## src/rtl/fp16_add_tree_acc.sv

```systemverilog
// -----------------------------------------------------------------------------
// fp16_add_tree_acc
//   Fully pipelined fp16 reduction tree with optional multi-beat accumulation.
//   Each accepted beat carries NUM_IN fp16 operands. A balanced binary tree of
//   fp16_add cells reduces them to one value. A final fp16_add folds that value
//   into a running accumulator until a beat marked in_last closes the group.
//
//   Ports
//     clk          clock
//     rst_n        asynchronous active-low reset
//     in_valid     beat valid
//     in_ready     beat accepted when in_valid & in_ready
//     in_last      final beat of an accumulation group
//     operands_i   packed operands, operand k at [k*WIDTH +: WIDTH]
//     out_valid    result valid
//     out_ready    downstream accept
//     add_reg_o    registered fp16 group sum
//     out_beats_o  beats in the emitted group (saturating)
//
//   Latency from an accepted last beat to out_valid, with no stalls, is
//   2 + ceil(LEVELS/PIPE_EVERY) cycles. All stages share one enable, so a
//   stalled output freezes the whole pipe and bubbles are kept.
// -----------------------------------------------------------------------------

// Combinational fp16 adder (IEEE binary16, round to nearest even).
// Subnormals are supported. Any NaN input, or the sum of opposite infinities,
// gives the canonical quiet NaN 0x7E00. An exact zero from operands of
// opposite sign is +0.
module fp16_add (
  input  logic [15:0] a,
  input  logic [15:0] b,
  output logic [15:0] y
);
  logic        a_nan, b_nan, a_inf, b_inf;
  logic        swap, sub, sticky, rnd;
  logic [15:0] hi, lo;
  logic [4:0]  e_hi, e_lo, dexp, sh, e_enc;
  logic [13:0] x_hi, x_lo, x_sh, m;
  logic [14:0] r, packed_v;
  logic [3:0]  lz;
  logic [5:0]  e_norm;

  always_comb begin
    a_nan = (a[14:10] == 5'h1f) && (a[9:0] != 10'd0);
    b_nan = (b[14:10] == 5'h1f) && (b[9:0] != 10'd0);
    a_inf = (a[14:10] == 5'h1f) && (a[9:0] == 10'd0);
    b_inf = (b[14:10] == 5'h1f) && (b[9:0] == 10'd0);

    // Order by magnitude so the subtraction never goes negative.
    swap = b[14:0] > a[14:0];
    hi   = swap ? b : a;
    lo   = swap ? a : b;

    // Subnormals use exponent 1 with no hidden bit.
    e_hi = (hi[14:10] == 5'd0) ? 5'd1 : hi[14:10];
    e_lo = (lo[14:10] == 5'd0) ? 5'd1 : lo[14:10];
    // 11-bit significand followed by guard, round and sticky positions.
    x_hi = {(hi[14:10] != 5'd0), hi[9:0], 3'b000};
    x_lo = {(lo[14:10] != 5'd0), lo[9:0], 3'b000};

    // Align the smaller operand; everything shifted out collapses into sticky.
    dexp = e_hi - e_lo;
    if (dexp >= 5'd14) begin
      x_sh   = 14'd0;
      sticky = |x_lo;
    end else begin
      x_sh   = x_lo >> dexp;
      sticky = |(x_lo & ~(14'h3fff << dexp));
    end
    x_sh[0] = x_sh[0] | sticky;

    sub = hi[15] ^ lo[15];
    r   = sub ? ({1'b0, x_hi} - {1'b0, x_sh}) : ({1'b0, x_hi} + {1'b0, x_sh});

    // Position of the leading one in r[13:0] (14 when r[13:0] is zero).
    lz = 4'd14;
    for (int i = 0; i < 14; i++) begin
      if (r[i]) lz = 4'(13 - i);
    end

    sh = 5'd0;
    if (r[14]) begin
      // Carry out: shift right one place, keeping the lost bit as sticky.
      m      = r[14:1] | {13'd0, r[0]};
      e_norm = {1'b0, e_hi} + 6'd1;
    end else begin
      // Left shift limited so the exponent never drops below 1; anything
      // still unnormalised afterwards is a subnormal result.
      sh     = ({1'b0, lz} < (e_hi - 5'd1)) ? {1'b0, lz} : (e_hi - 5'd1);
      m      = r[13:0] << sh;
      e_norm = {1'b0, e_hi} - {1'b0, sh};
    end

    e_enc = m[13] ? e_norm[4:0] : 5'd0;
    rnd   = m[2] & (m[3] | m[1] | m[0]);
    // Rounding into the concatenated exponent/mantissa lets a mantissa carry
    // bump the exponent, promote a subnormal to normal, or overflow to inf.
    packed_v = {e_enc, m[12:3]} + {14'd0, rnd};

    if (a_nan || b_nan || (a_inf && b_inf && (a[15] != b[15]))) begin
      y = 16'h7e00;
    end else if (a_inf) begin
      y = a;
    end else if (b_inf) begin
      y = b;
    end else if (r == 15'd0) begin
      y = {a[15] & b[15], 15'd0};
    end else if (e_norm >= 6'd31) begin
      y = {hi[15], 15'h7c00};
    end else begin
      y = {hi[15], packed_v};
    end
  end
endmodule

module fp16_add_tree_acc #(
  parameter int NUM_IN     = 8,
  parameter int PIPE_EVERY = 1,
  parameter int CNT_W      = 8,
  parameter int WIDTH      = 16
) (
  input  logic                    clk,
  input  logic                    rst_n,
  input  logic                    in_valid,
  output logic                    in_ready,
  input  logic                    in_last,
  input  logic [NUM_IN*WIDTH-1:0] operands_i,
  output logic                    out_valid,
  input  logic                    out_ready,
  output logic [WIDTH-1:0]        add_reg_o,
  output logic [CNT_W-1:0]        out_beats_o
);
  localparam int LEVELS = $clog2(NUM_IN);

  logic en;
  assign en       = ~out_valid | out_ready;
  assign in_ready = en;

  // Level 0 is the input register; level gl holds NUM_IN>>gl partial sums.
  // A level is registered at level 0, every PIPE_EVERY levels, and at the top.
  for (genvar gl = 0; gl <= LEVELS; gl++) begin : g_lvl
    localparam int CNT = NUM_IN >> gl;
    localparam bit REG = (gl == 0) || ((gl % PIPE_EVERY) == 0) || (gl == LEVELS);

    logic [WIDTH-1:0] node [CNT];
    logic             vld;
    logic             lst;
    logic             vld_d;
    logic             lst_d;

    for (genvar gi = 0; gi < CNT; gi++) begin : g_node
      logic [WIDTH-1:0] d;
      if (gl == 0) begin : g_src
        assign d = operands_i[gi*WIDTH +: WIDTH];
      end else begin : g_add
        fp16_add u_add (
          .a (g_lvl[gl-1].node[2*gi]),
          .b (g_lvl[gl-1].node[2*gi+1]),
          .y (d)
        );
      end
      if (REG) begin : g_reg
        logic [WIDTH-1:0] d_reg;
        // Data registers carry no reset; valid qualifies them.
        always_ff @(posedge clk) begin
          if (en) d_reg <= d;
        end
        assign node[gi] = d_reg;
      end else begin : g_wire
        assign node[gi] = d;
      end
    end

    if (gl == 0) begin : g_csrc
      assign vld_d = in_valid;
      assign lst_d = in_last;
    end else begin : g_cprev
      assign vld_d = g_lvl[gl-1].vld;
      assign lst_d = g_lvl[gl-1].lst;
    end

    if (REG) begin : g_creg
      logic vld_reg, lst_reg;
      always_ff @(posedge clk or negedge rst_n) begin
        if (!rst_n) begin
          vld_reg <= 1'b0;
          lst_reg <= 1'b0;
        end else if (en) begin
          vld_reg <= vld_d;
          lst_reg <= lst_d;
        end
      end
      assign vld = vld_reg;
      assign lst = lst_reg;
    end else begin : g_cwire
      assign vld = vld_d;
      assign lst = lst_d;
    end
  end

  // Accumulate stage.
  logic [WIDTH-1:0] tree_sum, acc_reg, acc_sum;
  logic [CNT_W-1:0] cnt_reg, cnt_inc;
  logic             tree_vld, tree_lst;

  assign tree_sum = g_lvl[LEVELS].node[0];
  assign tree_vld = g_lvl[LEVELS].vld;
  assign tree_lst = g_lvl[LEVELS].lst;
  assign cnt_inc  = (cnt_reg == {CNT_W{1'b1}}) ? cnt_reg : cnt_reg + 1'b1;

  fp16_add u_acc_add (
    .a (acc_reg),
    .b (tree_sum),
    .y (acc_sum)
  );

  always_ff @(posedge clk or negedge rst_n) begin
    if (!rst_n) begin
      acc_reg     <= '0;
      cnt_reg     <= '0;
      add_reg_o   <= '0;
      out_beats_o <= '0;
      out_valid   <= 1'b0;
    end else if (en) begin
      if (tree_vld) begin
        if (tree_lst) begin
          add_reg_o   <= acc_sum;
          out_beats_o <= cnt_inc;
          out_valid   <= 1'b1;
          acc_reg     <= '0;
          cnt_reg     <= '0;
        end else begin
          acc_reg   <= acc_sum;
          cnt_reg   <= cnt_inc;
          out_valid <= 1'b0;
        end
      end else begin
        out_valid <= 1'b0;
      end
    end
  end
endmodule

```

## config.mk

```make
export PLATFORM = sky130hd
export DESIGN_NAME = fp16_add_tree_acc
export DESIGN_NICKNAME = d
export VERILOG_FILES = /design/src/rtl/fp16_add_tree_acc.sv
export SDC_FILE = /design/constraint.sdc
export NUM_CORES = 2
export LEC_CHECK = 0
export CAP_MARGIN = 20
export CORE_MARGIN = 2
export CORE_UTILIZATION = 40
export DETAILED_ROUTE_END_ITERATION = 10
export PLACE_DENSITY_LB_ADDON = 0.1
export REMOVE_ABC_BUFFERS = 1
export SETUP_SLACK_MARGIN = 0.3
export SLEW_MARGIN = 15
export SYNTH_ARGS = -nofsm -noshare
export SYNTH_HDL_FRONTEND = slang
export SYNTH_SLANG_ARGS = --single-unit
```

## constraint.sdc

```tcl
create_clock -name clk -period 17.6 [get_ports clk]
set_input_delay 2.64 -clock clk [delete_from_list [all_inputs] [get_ports clk]]
set_output_delay 2.64 -clock clk [all_outputs]
set_load 0.02 [all_outputs]
```

Word-level counts from Yosys, hierarchy flattened
Cells that the tools add are included.
{"block": "word_totals", "word_cells": 632, "output_inout_bits": 26, "in_bits": 133, "reg_bits": 297}
{"block": "op_classes", "addsub": 57, "shifts": 24, "mux": 238, "n_reduce_logical": 154, "n_lt_le_gt_ge": 32, "bitwise": 74, "n_eq_ne": 25}
{"operator": "$mux W16", "count": 42}
{"operator": "$mux W4", "count": 64}
{"operator": "$mux W15", "count": 16}
{"operator": "$mux W14", "count": 16}
{"operator": "$logic_not A10 Y1", "count": 16}
{"operator": "$mux W5", "count": 32}
{"operator": "$reduce_bool A10 Y1", "count": 16}
{"operator": "$add A14 B14 Y15", "count": 8}
{"operator": "$add A15 B1 Y15", "count": 8}
{"operator": "$gt A15 B15 Y1", "count": 8}
{"operator": "$logic_not A15 Y1", "count": 8}
{"operator": "$sub A14 B14 Y15", "count": 8}
{"operator": "$and A14 B14 Y14", "count": 8}
{"operator": "$not A14 Y14", "count": 8}
{"operator": "$or A14 B1 Y14", "count": 8}
{"operator": "$reduce_or A14 Y1", "count": 8}
{"operator": "$shl A14 B5 Y14", "count": 8}
{"operator": "$shl A14 B5 Y14 const A", "count": 8}
{"operator": "$shr A14 B5 Y14", "count": 8}
{"operator": "$mux W3", "count": 32}
{"operator": "$reduce_or A11 Y1", "count": 8}
{"operator": "$eq A5 B5 Y1 const B", "count": 16}
{"operator": "$logic_not A5 Y1", "count": 16}
{"operator": "$reduce_bool A5 Y1", "count": 16}
{"operator": "other kinds (22)", "count": 218}

Depth between registers and ports, before layout
{"block": "depth", "ltp_word": 41, "depth_mapped": 69, "mapped_depth_nobuf": 65}

By module
Synthesis repeated with hierarchy kept, for this count alone.
{"block": "unflattened", "hier_cells": 7453, "area_unflattened_um2": 55522.0}
{"mod": "fp16_add (g_lvl[1].g_node[1].g_add.u_add ...)", "area_each_um2": 5524.0, "cells_per_inst": 842, "seq_area_each_um2": 0.0, "instances": 3}
{"mod": "fp16_add (g_lvl[1].g_node[0].g_add.u_add ...)", "area_each_um2": 5703.0, "cells_per_inst": 869, "seq_area_each_um2": 0.0, "instances": 2}
{"mod": "fp16_add_tree_acc", "area_each_um2": 9636.7, "cells_per_inst": 509, "seq_area_each_um2": 8633.3, "instances": 1}
{"mod": "fp16_add (g_lvl[3].g_node[0].g_add.u_add)", "area_each_um2": 6070.8, "cells_per_inst": 901, "seq_area_each_um2": 0.0, "instances": 1}
{"mod": "fp16_add (g_lvl[2].g_node[1].g_add.u_add)", "area_each_um2": 5992.0, "cells_per_inst": 888, "seq_area_each_um2": 0.0, "instances": 1}
{"mod": "fp16_add (u_acc_add)", "area_each_um2": 5844.4, "cells_per_inst": 891, "seq_area_each_um2": 0.0, "instances": 1}

Worst setup path after synthesis
Ideal clock, no wire load.
{"block": "synth_path", "kind": "flip-flop to flip-flop", "from": "register g_lvl[0].g_node[1].g_reg.d_reg[3]", "to": "register g_lvl[1].g_node[0].g_reg.d_reg[3], data pin", "t_required_ns": 17.426, "path_slack_ns": 4.775, "setup_time_ns": 0.174, "path_stages_with_launch": 63, "path_buffers": 7, "t_arrival_ns": 12.650, "synth_period_minus_slack_ns": 12.825, "path_cell_list": "edfxtp_1 > ha_1 > a21o_1 > a211o_1 > o221a_1 > o21a_1 > buf_6 > buf_6 > clkbuf_1 > a21oi_1 > nand3_1 > or3_1 > nand2_1 > inv_1 > ha_1 > inv_1 > fa_1 > xor2_1 > (+27 left out) > o221ai_1 > a31oi_4 > mux2_4 > buf_6 > inv_4 > buf_12 > ha_1 > and2_1 > fa_1 > a21oi_1 > nor2_1 > nor2_1 > xor2_1 > nor3_1 > or2_2 > nor4b_1 > nand2_1 > a311oi_1"}
{"block": "synth_via", "elab_chain_cells": 39, "word_cells_on_any_way": 65, "classes_between": "7 x add/sub; 4 x order compare; 3 x shift; 28 x mux; 8 x bitwise; 15 x reduce/logical"}
{"element": "start: declaration", "line_no": "163", "rtl": "logic [WIDTH-1:0] d_reg;"}
{"element": "start signal: assignment", "line_no": "166", "rtl": "if (en) d_reg <= d;"}
{"element": "$gt A15 B15 Y1", "line_no": "50", "rtl": "swap = b[14:0] > a[14:0];"}
{"element": "$mux W16, on equally long branches", "line_no": "51, 52"}
{"element": "$logic_not A5 Y1, on equally long branches", "line_no": "55, 56"}
{"element": "$mux W5, on equally long branches", "line_no": "55, 56"}
{"element": "$sub A5 B5 Y5", "line_no": "62", "rtl": "dexp = e_hi - e_lo;"}
{"element": "$shl A14 B5 Y14", "line_no": "68", "rtl": "sticky = |(x_lo & ~(14'h3fff << dexp));"}
{"element": "$not A14 Y14", "line_no": "68"}
{"element": "$and A14 B14 Y14", "line_no": "68"}
{"element": "(+22 left out)"}
{"element": "$mux W14", "line_no": "82", "rtl": "if (r[14]) begin"}
{"element": "$or A1 B1 Y1 (2 in a row)", "line_no": "95", "rtl": "rnd = m[2] & (m[3] | m[1] | m[0]);"}
{"element": "$and A1 B1 Y1", "line_no": "95"}
{"element": "$add A15 B1 Y15", "line_no": "98", "rtl": "packed_v = {e_enc, m[12:3]} + {14'd0, rnd};"}
{"element": "$mux W15", "line_no": "108", "rtl": "end else if (e_norm >= 6'd31) begin"}
{"element": "$mux W16", "line_no": "106", "rtl": "end else if (r == 15'd0) begin"}
{"element": "$mux W16", "line_no": "104", "rtl": "end else if (b_inf) begin"}
{"element": "$mux W16", "line_no": "102", "rtl": "end else if (a_inf) begin"}
{"element": "end signal: assignment", "line_no": "166"}
{"element": "end: declaration", "line_no": "163"}
Several ways; a longest one is shown, not always the timed one.
A chain may end at the register's enable or synchronous reset.

Final worst setup path
{"block": "layout_path", "from": "register g_lvl[0].g_node[7].g_reg.d_reg[14]", "to": "register g_lvl[1].g_node[3].g_reg.d_reg[2], data pin"}
{"block": "layout_via", "elab_chain_cells": 39, "word_cells_on_any_way": 64, "classes_between": "7 x add/sub; 4 x order compare; 1 x eq/ne; 3 x shift; 28 x mux; 8 x bitwise; 13 x reduce/logical"}
{"element": "start: declaration", "line_no": "163"}
{"element": "start signal: assignment", "line_no": "166"}
{"element": "$gt A15 B15 Y1", "line_no": "50"}
{"element": "$mux W16, on equally long branches", "line_no": "51, 52"}
{"element": "$logic_not A5 Y1, on equally long branches", "line_no": "55, 56"}
{"element": "$mux W5, on equally long branches", "line_no": "55, 56"}
{"element": "$sub A5 B5 Y5", "line_no": "62"}
{"element": "$shl A14 B5 Y14", "line_no": "68"}
{"element": "$not A14 Y14", "line_no": "68"}
{"element": "$and A14 B14 Y14", "line_no": "68"}
{"element": "(+22 left out)"}
{"element": "$mux W14", "line_no": "82"}
{"element": "$or A1 B1 Y1 (2 in a row)", "line_no": "95"}
{"element": "$and A1 B1 Y1", "line_no": "95"}
{"element": "$add A15 B1 Y15", "line_no": "98"}
{"element": "$mux W15", "line_no": "108"}
{"element": "$mux W16", "line_no": "106"}
{"element": "$mux W16", "line_no": "104"}
{"element": "$mux W16", "line_no": "102"}
{"element": "end signal: assignment", "line_no": "166"}
{"element": "end: declaration", "line_no": "163"}
Several ways; a longest one is shown, not always the timed one.

==> results.cfg <==
[run_status]
status = complete, no violations

[synthesis]
synth_ff_type = edfxtp_1
synth_warnings = 0
ys_top_cells_by_count = nand2_1 (680), nor2_1 (626), a21oi_1 (504), inv_1 (489), ha_1 (440)
postSynthCellCount = 6944
ys_seq_area_share_pct = 16.7
yosysUniqueCellTypes = 133
syn_area_mm2 = 0.0518
ys_top_cells_by_area = edfxtp_1 (14%), ha_1 (11%), mux2i_1 (5.6%), nand2_1 (4.9%), a21oi_1 (4.9%)
yosysMostFrequentCell = nand2_1
yosysTopAreaCell = edfxtp_1
synth_edf_count = 240
synth_top_area_share_pct = 13.9
async_flop_share_pct = 19.2
synth-seq-cells = 297
synth_area_per_cell_um2 = 7.47

[run]
maxCapViolCount = 0

[grt]
antenna_found_initial = 4
grt_max_degree = 75
grt_pass1_wl_um = 282000
grt.total_usage_pct = 25.9
grt_pass1_vias = 49790
grt.overflow.total = 0

[timing]
setup-tns-final_ps = 0
setup_violations = 0
clock.fmax_mhz = 63.7
hold_viol_final = 0
tightest_slew_ps = 1080
grt_setup_unrepaired = false
period_minus_slack_ps = 15710
fin_crit_sh_pct = 89.2
fin_skew_ps = 23.5
maxSlewViolCount = 0
relSlewSlack_pct = 27.4

[min_path]
min_path_type = register to register

[detailed_routing]
dr.pass1.iters = 6
num_vias = 53755
drc = 0
drt-initial-drc-count = 5534
wl_per_cell_um = 20.5
routed_wl_um = 178000
viasPerCell = 6.19
drtAntennaViolNets = 0

[placement]
gp_congestion = 0.966
numPortBuffers = 158
placedCellCount = 8608
hpwl_um = 142000

[floorplan]
initial_core_util_pct = 40.1
die_h_um = 364
die_w_um = 364
rows = 132
die_area_mm2 = 0.133
core_mm2 = 0.129
num_io_pins = 159

[worst_setup_path]
cpMostUsedCell = ha_1
crit_path_start_kind = register
worstSetupPathType = register to register
critical_path_arrival_ps = 16130
critPathMaxFanout = 29
max_stage_delay_ps = 710
required_ps = 18030
cp-end-kind = register
cpMaxStageDelayCell = fa_1

[cts]
cts_root_buf = clkbuf_16
clock_latency_ps = 620
ctsHoldBuffers = 0
cts_tree = yes
clkTransAtPathRegs_ps = 60
cts_max_path_buffers = 3
cts.sinks = 297
numCtsBuffers = 40
htree_levels = 2
ctsResizeCount = 0
postCtsSetupBuffers = 0

[final_layout]
largest_reg_flops = 240
n_antenna_cell = 0
final_core_util_pct = 43.6
post_layout_nonfiller_instances = 8681
post_route_cells_drive_above_1_share_pct = 6.34
area_growth_pct = 8.56
layout.nets = 7504
[kinds of logic (layout without fill, tap and decap cells)]
| logic type | Yosys count | count (layout) | synth area share, % |
|---|---|---|---|
| multiplexers | 424 | 424 | 9.44 |
| buffers and inverters | 825 | 820 | 6.25 |
| flip-flops | 297 | 297 | 16.7 |
| adder cells (fa/ha/maj) | 462 | 462 | 11.5 |
| AND/OR/NAND/NOR | 2539 | 2539 | 24.0 |
| AO/OA/AOI/OAI | 2137 | 2137 | 27.8 |
| XOR/XNOR | 260 | 260 | 4.41 |
[cell usage in the layout, fill, tap and decap left out, types with 128 or more instances in the layout]
cell type	count
nor3_1	230
a21oi_1	502
mux2i_1	291
nand2_1	680
edfxtp_1	240
ha_1	440
nor2_1	625
inv_1	488
xnor2_1	188
o21ai_0	426
nand3_1	245
a211oi_1	128
clkdlybuf4s50_1	157
[per-layer routing]
metal	track usage, %	part of all wire (%)	vias up
met2	41.7	45	2019
met3	2.54	6.3	250
li1	-	-	25925
met1	37.3	47	25559
met5	0	0.0039	-
met4	5.60	2.1	2
[per-stage QoR]
stage	instance area (um^2)	hold slack, ps	setup WS [ps]
2_1_floorplan	50500	439	3400
3_3_place_gp	54900	455	2480
3_5_place_dp	54900	456	2330
4_1_cts	56300	469	2240
5_1_grt	56300	494	723
6_report	56300	466	1890
[path summary, 6_finish.rpt]
check	slack (ps)	to	startpoint	cells past startpoint
worst max register to register	1890	g_lvl[1].g_node[3].g_reg.d_reg[2]$_SDFFCE_PP0N_	g_lvl[0].g_node[7].g_reg.d_reg[14]$_DFFE_PN_	53
worst max-delay path	1890	g_lvl[1].g_node[3].g_reg.d_reg[2]$_SDFFCE_PP0N_	g_lvl[0].g_node[7].g_reg.d_reg[14]$_DFFE_PN_	53
max in group asynchronous	14940	cnt_reg[0]$_DFFE_PN0P_	rst_n	2
worst min register to register	470	g_lvl[2].g_creg.vld_reg$_DFFE_PN0N_	g_lvl[2].g_creg.vld_reg$_DFFE_PN0N_	2
min in group asynchronous	2160	add_reg_o[14]$_DFFE_PN0P_	rst_n	2
worst min-delay path	470	g_lvl[2].g_creg.vld_reg$_DFFE_PN0N_	g_lvl[2].g_creg.vld_reg$_DFFE_PN0N_	2
[critical path: cells and delay by family (launching register included)]
family | cells | cell delay [ps]
and+or+nand+nor | 17 | 4480
DFF | 1 | 430
xor gates and xnor gates | 1 | 90
buffers and inverters | 6 | 1520
AOI/OAI and AO/OA | 22 | 6350
adders and majority gates | 7 | 2580
[cell type report]
cell class,instances,area [um^2]
well taps,1742,2180
fillers,13326,72900
inverters,514,1940
clock inverters,25,259
repair buffers,234,2150
flip-flops and latches,297,8630
clock buffers,47,1100
multi-input cells,5822,40000
Power is not shown: default switching activity piles up to over one toggle a cycle in this logic, so the estimate is an artifact.
